`src/rtl/uart_alu_intf.sv`:
```
// uart_alu_intf: gathers operand A, operand B and opcode bytes from the UART
// receiver, strobes the combinational ALU, and hands the result byte to the
// UART transmitter before waiting for its completion pulse.
// Optional build macro: UART_ALU_TIMEOUT_EN enables an inter-byte timeout that
// abandons a partial frame after TIMEOUT_CYCLES idle clocks.
module uart_alu_intf #(
    parameter int unsigned         NB_DATA        = 8,
    parameter int unsigned         NB_OP          = 6,
    parameter logic [NB_DATA-1:0]  ERR_CODE       = 8'hFF,
    parameter int unsigned         TIMEOUT_CYCLES = 50000
) (
    input  logic               i_clk,
    input  logic               i_reset,
    input  logic [NB_DATA-1:0] i_rx_data,
    input  logic               i_rx_done,
    input  logic               i_tx_done,
    input  logic [NB_DATA-1:0] i_alu_result,
    output logic [NB_DATA-1:0] o_datoA,
    output logic [NB_DATA-1:0] o_datoB,
    output logic [NB_OP-1:0]   o_operation,
    output logic               o_alu_valid,
    output logic [NB_DATA-1:0] o_tx_data,
    output logic               o_tx_start,
    output logic               o_busy
);

    typedef enum logic [2:0] {
        WAIT_A,
        WAIT_B,
        WAIT_OP,
        EXEC,
        SEND,
        WAIT_TX
    } state_t;

    localparam logic [NB_OP-1:0] OP_ADD = NB_OP'(6'h20);
    localparam logic [NB_OP-1:0] OP_SUB = NB_OP'(6'h22);
    localparam logic [NB_OP-1:0] OP_AND = NB_OP'(6'h24);
    localparam logic [NB_OP-1:0] OP_OR  = NB_OP'(6'h25);
    localparam logic [NB_OP-1:0] OP_XOR = NB_OP'(6'h26);
    localparam logic [NB_OP-1:0] OP_SRA = NB_OP'(6'h03);
    localparam logic [NB_OP-1:0] OP_SRL = NB_OP'(6'h02);
    localparam logic [NB_OP-1:0] OP_NOR = NB_OP'(6'h27);

    state_t             state;
    state_t             state_next;
    logic [NB_DATA-1:0] dato_a_next;
    logic [NB_DATA-1:0] dato_b_next;
    logic [NB_OP-1:0]   operation_next;
    logic [NB_DATA-1:0] tx_data_next;
    logic [NB_OP-1:0]   rx_opcode;
    logic               op_supported;
    logic               expired;

    assign rx_opcode = i_rx_data[NB_OP-1:0];

`ifdef UART_ALU_TIMEOUT_EN
    localparam int unsigned CNT_W = (TIMEOUT_CYCLES > 2) ? $clog2(TIMEOUT_CYCLES) : 1;

    logic [CNT_W-1:0] idle_cnt;
    logic             in_frame;

    assign in_frame = (state == WAIT_B) || (state == WAIT_OP);
    // A byte arriving on the expiry cycle wins, so expiry requires no i_rx_done.
    assign expired  = in_frame && !i_rx_done && (idle_cnt == CNT_W'(TIMEOUT_CYCLES - 1));

    // Idle counter: counts only while mid-frame, clears on accepted bytes and expiry.
    always_ff @(posedge i_clk or posedge i_reset) begin
        if (i_reset) begin
            idle_cnt <= '0;
        end else if (in_frame && !i_rx_done && !expired) begin
            idle_cnt <= idle_cnt + CNT_W'(1);
        end else begin
            idle_cnt <= '0;
        end
    end
`else
    // Without the timeout build the partial frame waits forever.
    assign expired = 1'b0 && (TIMEOUT_CYCLES != 0);
`endif

    // Opcode decode: membership in the supported ALU operation set.
    always_comb begin
        op_supported = 1'b0;
        case (rx_opcode)
            OP_ADD, OP_SUB, OP_AND, OP_OR,
            OP_XOR, OP_SRA, OP_SRL, OP_NOR: op_supported = 1'b1;
            default:                        op_supported = 1'b0;
        endcase
    end

    // Next-state and next-register-value logic for the frame sequencer.
    always_comb begin
        state_next     = state;
        dato_a_next    = o_datoA;
        dato_b_next    = o_datoB;
        operation_next = o_operation;
        tx_data_next   = o_tx_data;
        case (state)
            WAIT_A: begin
                if (i_rx_done) begin
                    dato_a_next = i_rx_data;
                    state_next  = WAIT_B;
                end
            end
            WAIT_B: begin
                if (i_rx_done) begin
                    dato_b_next = i_rx_data;
                    state_next  = WAIT_OP;
                end else if (expired) begin
                    state_next = WAIT_A;
                end
            end
            WAIT_OP: begin
                if (i_rx_done) begin
                    operation_next = rx_opcode;
                    if (op_supported) begin
                        state_next = EXEC;
                    end else begin
                        tx_data_next = ERR_CODE;
                        state_next   = SEND;
                    end
                end else if (expired) begin
                    state_next = WAIT_A;
                end
            end
            EXEC: begin
                tx_data_next = i_alu_result;
                state_next   = SEND;
            end
            SEND: begin
                state_next = WAIT_TX;
            end
            WAIT_TX: begin
                if (i_tx_done) begin
                    state_next = WAIT_A;
                end
            end
            default: begin
                state_next = WAIT_A;
            end
        endcase
    end

    // State register.
    always_ff @(posedge i_clk or posedge i_reset) begin
        if (i_reset) begin
            state <= WAIT_A;
        end else begin
            state <= state_next;
        end
    end

    // Operand, opcode and TX byte registers.
    always_ff @(posedge i_clk or posedge i_reset) begin
        if (i_reset) begin
            o_datoA     <= '0;
            o_datoB     <= '0;
            o_operation <= '0;
            o_tx_data   <= '0;
        end else begin
            o_datoA     <= dato_a_next;
            o_datoB     <= dato_b_next;
            o_operation <= operation_next;
            o_tx_data   <= tx_data_next;
        end
    end

    assign o_alu_valid = (state == EXEC);
    assign o_tx_start  = (state == SEND);
    assign o_busy      = (state != WAIT_A);

endmodule

```
`config.mk`:
```
export PLATFORM = sky130hd
export DESIGN_NAME = uart_alu_intf
export DESIGN_NICKNAME = d
export VERILOG_FILES = /design/src/rtl/uart_alu_intf.sv
export SDC_FILE = /design/constraint.sdc
export NUM_CORES = 1
export LEC_CHECK = 0
export BUFFER_PORTS_ARGS = -buffer_cell sky130_fd_sc_hd__buf_2
export CORE_ASPECT_RATIO = 0.5
export CORE_UTILIZATION = 33
export DETAILED_ROUTE_END_ITERATION = 16
export PLACE_DENSITY = 0.69
export SLEW_MARGIN = 20
export SYNTH_ARGS = -nofsm -noshare
export SYNTH_HDL_FRONTEND = slang
export SYNTH_SLANG_ARGS = --single-unit
```
`constraint.sdc`:
```
create_clock -name i_clk -period 3.24 [get_ports i_clk]
set_input_delay 0.648 -clock i_clk [delete_from_list [all_inputs] [get_ports i_clk]]
set_output_delay 0.648 -clock i_clk [all_outputs]
set_load 0.1 [all_outputs]
```
Yosys cells after proc, flatten, opt, wreduce, memory -nomap -nowiden. Index checks and enable logic that the tools add are counted.

Bits in registers: 33. Input port bits: 20. Output and inout port bits: 33. Word-level logic and storage cells: 42.

Equal/unequal tests: 18. Mux-type cells: 10. Reduce and logical (&&, ||, !) cells: 9.

Operators with widths (number): $eq A6 B6 Y1 const B (6); $pmux W3 S6 (1); $mux W8 (2); $pmux W8 S2 (1); $mux W3 (5); $eq A6 B2 Y1 const B (2); $ne A2 B2 Y1 const B (5); $reduce_or A8 Y1 (1); $eq A3 B2 Y1 const B (2); $eq A3 B3 Y1 const B (2); $reduce_and A2 Y1 (3); $reduce_and A4 Y1 (1); $eq A3 B1 Y1 const B (1); $logic_not A3 Y1 (1); $reduce_and A3 Y1 (1); $reduce_bool A3 Y1 (1); $reduce_bool A2 Y1 (1); $mux W1 (1).

Longest topological paths before layout.
Word-level depth: 6. Gate-level depth with buffers: 5. Mapped depth without buffers: 3.

Worst setup path before layout. Ideal clock, no wire load.

Path type: reg2out. Start point: reg state[0]. End point: out o_tx_start. Arrival time: 2.786 ns. Data required time: 2.592 ns. Slack: -0.194 ns. Stages on the path, launching flop included: 3. Path buffers: 1. Path through: dfrtp_1 buf_4 nor3b_1.

Longest elaborated chain between the ends: 1.

RTL lines: from (decl) (line 45) `state_t state;`; from (signal assigned) (line 150) `state <= state_next;`; $eq A3 B3 Y1 (line 170) `assign o_tx_start = (state == SEND);`; to (decl) (line 23) `output logic o_tx_start,`.

Every way passes these cells.

Worst setup path in the final report.
Start point: reg state[0]. End point: out o_alu_valid.

Longest elaborated chain between the ends: 1.

RTL lines: $eq A3 B2 Y1 (line 169) `assign o_alu_valid = (state == EXEC);`; to (decl) (line 21) `output logic o_alu_valid,`.

Every way passes these cells.

==> impl_metrics.ini <==
[detailed_routing]
ant_nets = 0
drt-initial-drc-count = 20
routed_wl_um = 3230
vias_per_cell = 4.77
firstDrtPassIters = 4
drt-wirelength-per-cell_um = 14.0
vias = 1103
drc_errors = 0

[sta]
tns_ns = 0
skew_ns = 0.00885
fin_ws_ns = 0.755
finalCritPeriodShare = 0.767
relSlewSlack = 0.472
maxSlewViolCount = 0
rsz0062_at_grt = no
final-setup-viol-count = 0
whs_ns = 0.463
fmax_mhz = 402
worst_pin_slew_ns = 0.791
min_period_ns = 2.49
finalHoldViolCount = 0

[clocking]
cts_tree = built
clockRootBuffer = clkbuf_8
clk_pin_slew_ns = 0.08
cts.sinks = 33
clkLatencyLatePin_ns = 0.29
cts.path.max_buffers = 2
numCtsBuffers = 5
cts_resized = 0
cts_hold_buf = 0
cts_max_level = 2
postCtsSetupRepairBufs = 0

[critical_path]
start_kind = flip-flop
crit_type = reg2out
crit_chain = nand3b_1, inv_1, buf_2
rrSetupSlack_ns = 1.46
crit_slowest_cell = dfrtp_1
critPathLaunch = state[0]$_DFFE_PP0P_
cpPeakStageDelay_ns = 0.63
worst-path-max-fanout = 12
worst-path-buf-inv = 2
required_ns = 2.59
timing.rr.start = state[1]$_DFFE_PP0P_
cp.arrival_ns = 1.84
crit_family = flip-flops
end_kind = output pin

[synth]
synth_top_family_by_area = multiplexers
synthSimpleGateAreaFrac = 0.135
synthXorXnorAreaFrac = 0.00589
synth_compound_area_frac = 0.104
syn_avg_cell_area_um2 = 12.2
syn-num-nets = 142
syn_area_um2 = 1490
ys_seq_area_frac = 0.556
ys_warn_count = 0
synthAdderAreaFrac = 0
synthMuxAreaShare = 0.167
ys_seq_elements = 33
synth_cell_type_count = 28
synth_cells = 122

[final_layout]
layout.cells.most_common_list = 52 x buf_2, 33 x dfrtp_1, 22 x mux2_2
layout.nets = 196
area_growth_syn_to_layout_pct = 28.0
antennaDiodeCount = 0
final_common_cell = buf_2
fillers = 407
drive_gt1_frac = 0.514

[die]
io_pins = 53
die_w_um = 96.9
fp-row-count = 16
fp.dieH_um = 49.5
fp.coreArea_um2 = 4100
start_util = 0.362
dieArea_um2 = 4790

[grt]
grt_util_all_layers = 0.146
antenna_found_initial = 0
grt_pass1_wl_um = 5440
grt_overflow_total = 0
grt_max_degree = 20
grt_pass1_vias = 1094

[run_status]
status = completed

[place]
gp_congestion = 0.792
post-place-ws_ns = 1.05
portBuffers = 52
dpl.hpwl_um = 2360

[worst_hold_path]
hold_path_class = in2async

[flow_run]
maxCapViolCount = 0
state kept, by name, summed over array words and instances, names as in the netlist:
| signal | count |
|---|---|
| o_datoB | 8 |
| o_tx_data | 8 |
| o_operation | 6 |
| o_datoA | 8 |
| state | 3 |
kinds of logic after synthesis:
group	count (synthesis)
flops	33
buf+inv	9
compound gates	23
mux	22
simple gates	34
xor+xnor	1
layer usage:
layer	global-route usage	share of wire
met1	0.186	0.44
met2	0.236	0.51
met3	0.0525	0.044
met4	0.0448	0.0062
met5	0	0
stage by stage:
| step | std cells | util | area, um^2 |
|---|---|---|---|
| 5_1_grt | 231 | 0.464 | 1900 |
| 3_5_place_dp | 223 | 0.436 | 1790 |
| 4_1_cts | 231 | 0.464 | 1900 |
| 6_report | 231 | 0.464 | 1900 |
| 3_3_place_gp | 223 | 0.436 | 1790 |
| 2_1_floorplan | 122 | - | 1490 |
cell type report:
type	instances	area (um^2)	share of cell area
Sequential cell	33	826	0.434
Multi-Input combinational cell	80	616	0.323
Timing Repair Buffer	53	268	0.141
Clock buffer	5	68.8	0.0362
Tap cell	54	67.6	0.0355
Clock inverter	3	46.3	0.0243
Inverter	3	11.3	0.00592
worst register-to-register path: cells and delay by family, from the launching register on:
family	cells	cell delay (ns)
compound gates	2	0.42
flops	1	0.57
simple gates	1	0.70
worst paths after layout:
path	to	depth (start not counted)
hold / removal	o_datoB[5]$_DFFE_PP0P_	2
setup / recovery	o_alu_valid	3
setup reg to reg	o_tx_data[5]$_DFFE_PP0P_	3
max in group asynchronous	o_datoB[1]$_DFFE_PP0P_	3
min in group i_clk	o_datoB[6]$_DFFE_PP0P_	1
hold reg to reg	o_datoB[6]$_DFFE_PP0P_	1
cells in the mapped netlist:
library cell  instances  area, um^2
nor2_1               17        63.8
nor3_2                1        10.0
nor2b_1               2        12.5
inv_1                 3        11.3
a221o_1               1        10.0
buf_2                 4        20.0
a31o_2                1        8.76
dfrtp_1              33         826
buf_4                 1        7.51
a31oi_1               1        6.26
a21oi_1               8        40.0
nor4b_4               1        23.8
or3_1                 2        12.5
nand3b_1              2        15.0
o21ai_0               1        5.00
nand2b_1              1        6.26
nor3b_1               1        7.51
a211oi_1              9        67.6
or2_2                 1        6.26
nand2_2               1        6.26
mux2_2               22         248
buf_6                 1        11.3
and3b_1               1        8.76
nand2_1               3        11.3
o21a_1                1        7.51
a21oi_2               1        8.76
nor3_4                1        16.3
xor2_1                1        8.76
Power is left out: the tool's default activity adds up to more than one toggle a clock period on the data nets, which glitch-free logic cannot reach.
